<file path="src/rtl/morse_keyer_if.sv">
// Bus between the beacon control logic and morse_keyer: message buffer writes,
// transmission control, the resynchronised baud strobe and keyer status.
interface morse_keyer_if #(
  parameter int MSG_DEPTH = 32,
  parameter int ADDR_W    = $clog2(MSG_DEPTH)
);
  logic              baud_tick;
  logic              wr_en;
  logic [ADDR_W-1:0] wr_addr;
  logic [7:0]        wr_data;
  logic [ADDR_W:0]   msg_len;
  logic              start;
  logic              abort;
  logic              repeat_en;
  logic              data;
  logic              busy;
  logic              done;
  logic [ADDR_W-1:0] char_idx;

  modport master (
    output baud_tick, wr_en, wr_addr, wr_data, msg_len, start, abort, repeat_en,
    input  data, busy, done, char_idx
  );

  modport slave (
    input  baud_tick, wr_en, wr_addr, wr_data, msg_len, start, abort, repeat_en,
    output data, busy, done, char_idx
  );
endinterface

</file>
<file path="src/rtl/morse_keyer.sv">
// Morse message sequencer: turns an ASCII buffer into mark/space timing in baud-tick units.
// Optional message looping is compiled in with MORSE_KEYER_REPEAT_EN.
module morse_keyer #(
  parameter int MSG_DEPTH = 32,
  parameter int ADDR_W    = $clog2(MSG_DEPTH)
) (
  input logic           clk_in,
  input logic           sys_rst,
  morse_keyer_if.slave  bus
);

  typedef enum logic [2:0] {IDLE, FETCH, LOOKUP, WAIT, MARK, EGAP, CGAP} state_t;

  typedef struct packed {
    logic       valid;
    logic       space;
    logic [2:0] len;
    logic [4:0] pat;   // right-aligned, first element in bit len-1, 1 = dash
  } code_t;

  function automatic code_t morse_lookup(input logic [7:0] ch);
    logic [7:0] c;
    logic [7:0] lp;
    code_t      r;
    c  = (ch >= 8'h61 && ch <= 8'h7a) ? ch - 8'h20 : ch;
    lp = 8'h00;
    r  = '{valid: 1'b1, space: 1'b0, len: 3'd0, pat: 5'd0};
    case (c)
      "A": lp = {3'd2, 5'b00001};  "B": lp = {3'd4, 5'b01000};
      "C": lp = {3'd4, 5'b01010};  "D": lp = {3'd3, 5'b00100};
      "E": lp = {3'd1, 5'b00000};  "F": lp = {3'd4, 5'b00010};
      "G": lp = {3'd3, 5'b00110};  "H": lp = {3'd4, 5'b00000};
      "I": lp = {3'd2, 5'b00000};  "J": lp = {3'd4, 5'b00111};
      "K": lp = {3'd3, 5'b00101};  "L": lp = {3'd4, 5'b00100};
      "M": lp = {3'd2, 5'b00011};  "N": lp = {3'd2, 5'b00010};
      "O": lp = {3'd3, 5'b00111};  "P": lp = {3'd4, 5'b00110};
      "Q": lp = {3'd4, 5'b01101};  "R": lp = {3'd3, 5'b00010};
      "S": lp = {3'd3, 5'b00000};  "T": lp = {3'd1, 5'b00001};
      "U": lp = {3'd3, 5'b00001};  "V": lp = {3'd4, 5'b00001};
      "W": lp = {3'd3, 5'b00011};  "X": lp = {3'd4, 5'b01001};
      "Y": lp = {3'd4, 5'b01011};  "Z": lp = {3'd4, 5'b01100};
      "0": lp = {3'd5, 5'b11111};  "1": lp = {3'd5, 5'b01111};
      "2": lp = {3'd5, 5'b00111};  "3": lp = {3'd5, 5'b00011};
      "4": lp = {3'd5, 5'b00001};  "5": lp = {3'd5, 5'b00000};
      "6": lp = {3'd5, 5'b10000};  "7": lp = {3'd5, 5'b11000};
      "8": lp = {3'd5, 5'b11100};  "9": lp = {3'd5, 5'b11110};
      " ": r.space = 1'b1;
      default: r.valid = 1'b0;
    endcase
    {r.len, r.pat} = lp;
    return r;
  endfunction

  state_t            state;
  logic [7:0]        mem [MSG_DEPTH];
  logic [7:0]        rd_char;
  logic [ADDR_W:0]   len_q;
  logic [ADDR_W-1:0] idx_q;
  logic [4:0]        shreg;
  logic [2:0]        elems;
  logic [2:0]        cnt;
  logic              wrap;
  logic              data_q;
  logic              busy_q;
  logic              done_q;

  code_t code;
  logic  is_last;
  logic  start_ok;
  logic  msg_end;

  assign code     = morse_lookup(rd_char);
  assign is_last  = ({1'b0, idx_q} == len_q - (ADDR_W+1)'(1));
  assign start_ok = (state == IDLE) && bus.start && (bus.msg_len != '0) && !bus.abort;
  assign msg_end  = (bus.baud_tick && state == MARK && cnt == 3'd1 && elems == 3'd0 && is_last)
                 || (bus.baud_tick && state == CGAP && cnt == 3'd1 && is_last && !wrap)
                 || (state == LOOKUP && !code.valid && is_last);

  assign bus.data     = data_q;
  assign bus.busy     = busy_q;
  assign bus.done     = done_q;
  assign bus.char_idx = idx_q;

  // NOTE: the buffer has no reset; its contents deliberately survive sys_rst.
  always_ff @(posedge clk_in) begin
    if (state == IDLE && bus.wr_en && !start_ok)
      mem[bus.wr_addr] <= bus.wr_data;
    if (state == FETCH)
      rd_char <= mem[idx_q];
  end

  // NOTE: all state below updates with <= so every branch sees pre-edge values.
  always_ff @(posedge clk_in) begin
    if (sys_rst) begin
      state  <= IDLE;
      data_q <= 1'b0;
      busy_q <= 1'b0;
      done_q <= 1'b0;
      idx_q  <= '0;
      len_q  <= '0;
      shreg  <= '0;
      elems  <= '0;
      cnt    <= '0;
      wrap   <= 1'b0;
    end else if (bus.abort) begin
      state  <= IDLE;
      data_q <= 1'b0;
      busy_q <= 1'b0;
      done_q <= 1'b0;
      idx_q  <= '0;
      wrap   <= 1'b0;
    end else begin
      done_q <= 1'b0;
      unique case (state)
        IDLE: if (start_ok) begin
          len_q  <= bus.msg_len;
          idx_q  <= '0;
          busy_q <= 1'b1;
          state  <= FETCH;
        end
        FETCH: state <= LOOKUP;
        LOOKUP: if (!code.valid) begin
          idx_q <= idx_q + ADDR_W'(1);
          state <= FETCH;
        end else begin
          shreg <= code.pat << (3'd5 - code.len);
          elems <= code.len;
          state <= WAIT;
        end
        // Gap counts are one unit short: the WAIT tick that starts the next
        // character supplies the final unit of every gap.
        WAIT, EGAP: if (bus.baud_tick) begin
          if (state == WAIT && code.space) begin
            cnt   <= 3'd3;
            state <= CGAP;
          end else if (state == WAIT || cnt == 3'd1) begin
            data_q <= 1'b1;
            cnt    <= shreg[4] ? 3'd3 : 3'd1;
            shreg  <= shreg << 1;
            elems  <= elems - 3'd1;
            state  <= MARK;
          end else begin
            cnt <= cnt - 3'd1;
          end
        end
        MARK: if (bus.baud_tick) begin
          if (cnt == 3'd1) begin
            data_q <= 1'b0;
            if (elems != 3'd0) begin
              cnt   <= 3'd1;
              state <= EGAP;
            end else begin
              cnt   <= 3'd2;
              state <= CGAP;
            end
          end else begin
            cnt <= cnt - 3'd1;
          end
        end
        CGAP: if (bus.baud_tick) begin
          if (cnt == 3'd1) begin
            idx_q <= wrap ? '0 : idx_q + ADDR_W'(1);
            wrap  <= 1'b0;
            state <= FETCH;
          end else begin
            cnt <= cnt - 3'd1;
          end
        end
        default: state <= IDLE;
      endcase

      if (msg_end) begin
        data_q <= 1'b0;
        done_q <= 1'b1;
`ifdef MORSE_KEYER_REPEAT_EN
        if (bus.repeat_en) begin
          cnt   <= 3'd6;
          wrap  <= 1'b1;
          state <= CGAP;
        end else begin
          busy_q <= 1'b0;
          state  <= IDLE;
        end
`else
        busy_q <= 1'b0;
        state  <= IDLE;
`endif
      end
    end
  end

`ifndef MORSE_KEYER_REPEAT_EN
  logic unused_repeat;
  assign unused_repeat = bus.repeat_en;
`endif

endmodule

</file>
<file path="src/flat_wrapper.sv">
// flat-port wrapper written by rule: the top's interface ports become plain ports
module morse_keyer_flat 
#(
  parameter int MSG_DEPTH = 32,
  parameter int ADDR_W    = $clog2(MSG_DEPTH)
)
  (clk_in, sys_rst, bus_baud_tick, bus_wr_en, bus_wr_addr, bus_wr_data, bus_msg_len, bus_start, bus_abort, bus_repeat_en, bus_data, bus_busy, bus_done, bus_char_idx);
  morse_keyer_if #(.MSG_DEPTH(MSG_DEPTH), .ADDR_W(ADDR_W)) bus_i ();
  input logic clk_in;
  input logic sys_rst;
  input wire logic [$bits(bus_i.baud_tick)-1:0] bus_baud_tick;
  input wire logic [$bits(bus_i.wr_en)-1:0] bus_wr_en;
  input wire logic [$bits(bus_i.wr_addr)-1:0] bus_wr_addr;
  input wire logic [$bits(bus_i.wr_data)-1:0] bus_wr_data;
  input wire logic [$bits(bus_i.msg_len)-1:0] bus_msg_len;
  input wire logic [$bits(bus_i.start)-1:0] bus_start;
  input wire logic [$bits(bus_i.abort)-1:0] bus_abort;
  input wire logic [$bits(bus_i.repeat_en)-1:0] bus_repeat_en;
  output wire logic [$bits(bus_i.data)-1:0] bus_data;
  output wire logic [$bits(bus_i.busy)-1:0] bus_busy;
  output wire logic [$bits(bus_i.done)-1:0] bus_done;
  output wire logic [$bits(bus_i.char_idx)-1:0] bus_char_idx;
  assign bus_i.baud_tick = bus_baud_tick;
  assign bus_i.wr_en = bus_wr_en;
  assign bus_i.wr_addr = bus_wr_addr;
  assign bus_i.wr_data = bus_wr_data;
  assign bus_i.msg_len = bus_msg_len;
  assign bus_i.start = bus_start;
  assign bus_i.abort = bus_abort;
  assign bus_i.repeat_en = bus_repeat_en;
  assign bus_data = bus_i.data;
  assign bus_busy = bus_i.busy;
  assign bus_done = bus_i.done;
  assign bus_char_idx = bus_i.char_idx;
  morse_keyer #(.MSG_DEPTH(MSG_DEPTH), .ADDR_W(ADDR_W)) u_core (.clk_in(clk_in), .sys_rst(sys_rst), .bus(bus_i));
endmodule
</file>
<file path="config.mk">
export PLATFORM = sky130hd
export DESIGN_NAME = morse_keyer_flat
export DESIGN_NICKNAME = d
export VERILOG_FILES = /design/src/rtl/morse_keyer_if.sv /design/src/rtl/morse_keyer.sv /design/src/flat_wrapper.sv
export SDC_FILE = /design/constraint.sdc
export NUM_CORES = 1
export LEC_CHECK = 0
export ABC_AREA = 1
export ABC_CLOCK_PERIOD_IN_PS = 2700
export CORE_ASPECT_RATIO = 0.75
export CORE_MARGIN = 8
export CORE_UTILIZATION = 34
export CTS_CLUSTER_DIAMETER = 200
export DETAILED_ROUTE_END_ITERATION = 8
export HOLD_SLACK_MARGIN = 0.12
export PLACE_DENSITY_LB_ADDON = 0.08
export SLEW_MARGIN = 20
export SYNTH_ARGS = -nofsm -noshare
export SYNTH_HDL_FRONTEND = slang
export SYNTH_SLANG_ARGS = --single-unit
</file>
<file path="constraint.sdc">
create_clock -name clk_in -period 2.7 [get_ports clk_in]
set_clock_uncertainty 0.05 [all_clocks]
set_input_delay 0.27 -clock clk_in [delete_from_list [all_inputs] [get_ports clk_in]]
set_output_delay 0.27 -clock clk_in [all_outputs]
set_load 0.01 [all_outputs]
</file>
==> qor.yml <==
hold_path:
  hold_class: "input port to register"
  whs_endpoint: "u_core.len_q[5]$_SDFFE_PP0P_"
  hold_start: "bus_msg_len[5]"
  holdPathStages: 3
pwr:
  p_comb_share_pct: 7.1
  p_leak_uw: 0.00557
  pwr-share-seq_pct: 51.4
  pwr-share-clk_pct: 41.5
  internal_power_uw: 7480
  power_density_mw_per_mm2: 615
  swShare_pct: 22.8
  p_switching_uw: 2210
  peakVddDrop_v: 0.000454
sta:
  worstMarginPinSlew_ns: 0.913
  period_share_pct: 93.0
  slew-limit-headroom_pct: 38.9
  final_hold_viol_count: 0
  fin_crit_ns: 2.51
  fin_ws_ns: 0.188
  setup_viol: 0
  clock.fmax_ghz: 0.398
  final_max_slew_viol_count: 0
final_layout:
  drive_gt1_share_pct: 15.3
  area_delta_synth_final_pct: 20.4
  fin_area_mm2: 0.0158
  nNetsFinal: 1375
  fin_util_pct: 41.3
  diodes: 0
  final_cells: 1877
setup_path:
  cp_data_required_time_ns: 3.09
  setup.worst_path.start_class: "register"
  crit_path_end_kind: "register"
  r2r_start: "u_core.rd_char[3]$_DFFE_PP_"
  critPathArrivalTime_ns: 2.91
  worst-path-max-fanout: 7
  r2r_end: "u_core.bus.char_idx[1]$_SDFFE_PP0P_"
  r2r.worst_path.cells: 13
  r2r_setup_slack_ns: 0.19
  path_class: "register to register"
place:
  pre_cts_slack_ns: 0.0173
  dp_hpwl_mm: 24.7
  port_buffers: 32
  gp_congestion: 0.869
  dp.cells: 1809
  postPlaceCellArea_mm2: 0.0146
floorplan:
  initial_core_util_pct: 34.3
  die_area_mm2: 0.0451
  ios: 34
  row_count: 62
  die_y_um: 186
  die_w_um: 243
  core_area_mm2: 0.0382
detailed_routing:
  ant_nets: 0
  drt-wirelength-per-cell_um: 19.7
  drt_pass1_iterations: 6
  viasPerCell: 5.07
  wirelength_mm: 37.0
  drt-initial-drc-count: 909
  num_vias: 9514
  drc: 0
clocking:
  clock-sinks: 292
  tritoncts: "done"
  cts.root.buffer_cell: "clkbuf_16"
  clockBufferDepth: 3
  cts_max_level: 1
  clk_pin_slew_worst_paths_ns: 0.06
  cts_hold_buf: 0
  insertion_delay_ns: 0.56
  cts_made_buffers: 31
synthesis:
  ys_seq_area_share_pct: 64.8
  ys_ff_latch: 292
  ys_types: 45
  netlist_instances: 1234
  synthArstFlopShare_pct: 0
  yosysTopAreaCell: "edfxtp_1"
  syn_avg_cell_area_um2: 10.6
  synth.top_cell.area_share_pct: 60.5
  synth_edf_count: 264
  synth_most_common_cell: "edfxtp_1"
  netlist_area_mm2: 0.0131
  synthesis.nets: 1267
  synthFlopType: "edfxtp_1"
  synth_commonest_cells: "264 x edfxtp_1, 247 x nor2_1, 156 x o21ai_0, 132 x nand2_1, 74 x inv_1"
  synthTopCellsByArea: "edfxtp_1 61%, nor2_1 7.1%, o21ai_0 6.0%"
  ys_warn_count: 0
grt:
  grt_remaining_overflow: 0
  grt_pass1_vias: 9140
  grt_max_degree: 70
  grt_pass1_wl_mm: 57.0
  grt_antenna_before_repair: 1
  grt_usage_pct: 16.3
run:
  drv_cap: 0
outcome:
  outcome: "completed"
==> critical path, stage by stage, from the launching register on <==
cell and delay [ns]:
edfxtp_1 0.50, nand2_4 0.14, buf_4 0.16, nor2_1 0.06
nor2_1 0.16, o221ai_1 0.17, o31ai_1 0.31, nand3_2 0.14
nor2_4 0.17, nand2_2 0.10, a21boi_4 0.22, nand2_1 0.07
o21ai_0 0.07, nor2_1 0.07
==> what timing repair did <==
item,4_1_cts,5_1_grt
setup buffers,0,11
resized for setup,1,35
endpoints found under the setup margin,1,19
pin swaps,0,18
cloned,0,1
hold endpoints to repair,0,0
==> through the flow <==
stage	hold WS, ns	total power, uW	TNS (ns)
floorplan	0.289	5410	0
global placement	0.423	5750	0
finish	0.261	9690	0
global route	0.270	10000	-0.0114
CTS	0.237	9770	0
detailed placement	0.417	5750	0
==> layer usage <==
metal | vias to the layer above | global-route usage, % | part of all wire, %
met1 | 4605 | 25.2 | 51
met5 | - | 0 | 0
li1 | 4635 | - | -
met3 | 34 | 2.38 | 5.4
met4 | 0 | 2.94 | 1.3
met2 | 240 | 23.9 | 42
==> power groups by stage <==
stage	Clock (uW)	Sequential [uW]	Combinational, uW
finish	4020	4980	688
CTS	4110	4980	668
detailed placement	0	5080	666
global placement	0	5080	668
floorplan	0	5080	336
global route	4290	4990	758
==> layout by cell type, fill, tap and decap left out, types with 31 or more instances in the layout <==
master / count
buf_4: 85
clkbuf_16: 31
clkdlybuf4s50_1: 32
edfxtp_1: 264
inv_1: 71
nand2_1: 122
nand3_1: 58
nor2_1: 245
o21ai_0: 154
o22ai_1: 41
==> cell type report <==
cell class / count / area, um^2
clock buffer: 41 / 813
clock inverter: 15 / 124
inverter: 83 / 319
sequential: 292 / 8490
fill: 3731 / 22400
tap: 512 / 641
multi-input combinational: 806 / 4210
timing repair buffer: 128 / 1160
==> cell families after synthesis <==
group	share of synthesized area, %
buf+inv	4.09
flops	64.8
simple gates	17.1
xor+xnor	0.669
compound gates	12.7
fa+ha+maj	0.669
==> registers in the layout (all words and copies together), names as in the netlist <==
name / flops
u_core.mem: 256
u_core.bus.busy: 1
u_core.bus.done: 1
u_core.bus.char_idx: 5
u_core.bus.data: 1
u_core.state: 3
u_core.rd_char: 8
u_core.elems: 3
u_core.len_q: 6
u_core.cnt: 3
u_core.shreg: 5
==> how the worst max path moves through the flow <==
stage | from | endpoint | cells after the start
global placement | u_core.rd_char[1]$_DFFE_PP_ | u_core.bus.char_idx[1]$_SDFFE_PP0P_ | 16
detailed placement | u_core.rd_char[1]$_DFFE_PP_ | u_core.bus.char_idx[1]$_SDFFE_PP0P_ | 16
finish | u_core.rd_char[3]$_DFFE_PP_ | u_core.bus.char_idx[1]$_SDFFE_PP0P_ | 13
global route | u_core.rd_char[3]$_DFFE_PP_ | u_core.bus.char_idx[1]$_SDFFE_PP0P_ | 18
floorplan | u_core.rd_char[1]$_DFFE_PP_ | u_core.shreg[2]$_SDFFE_PP0P_ | 18
CTS | u_core.rd_char[3]$_DFFE_PP_ | u_core.bus.char_idx[1]$_SDFFE_PP0P_ | 18
Note: power is estimated with default switching activity, not from simulation.
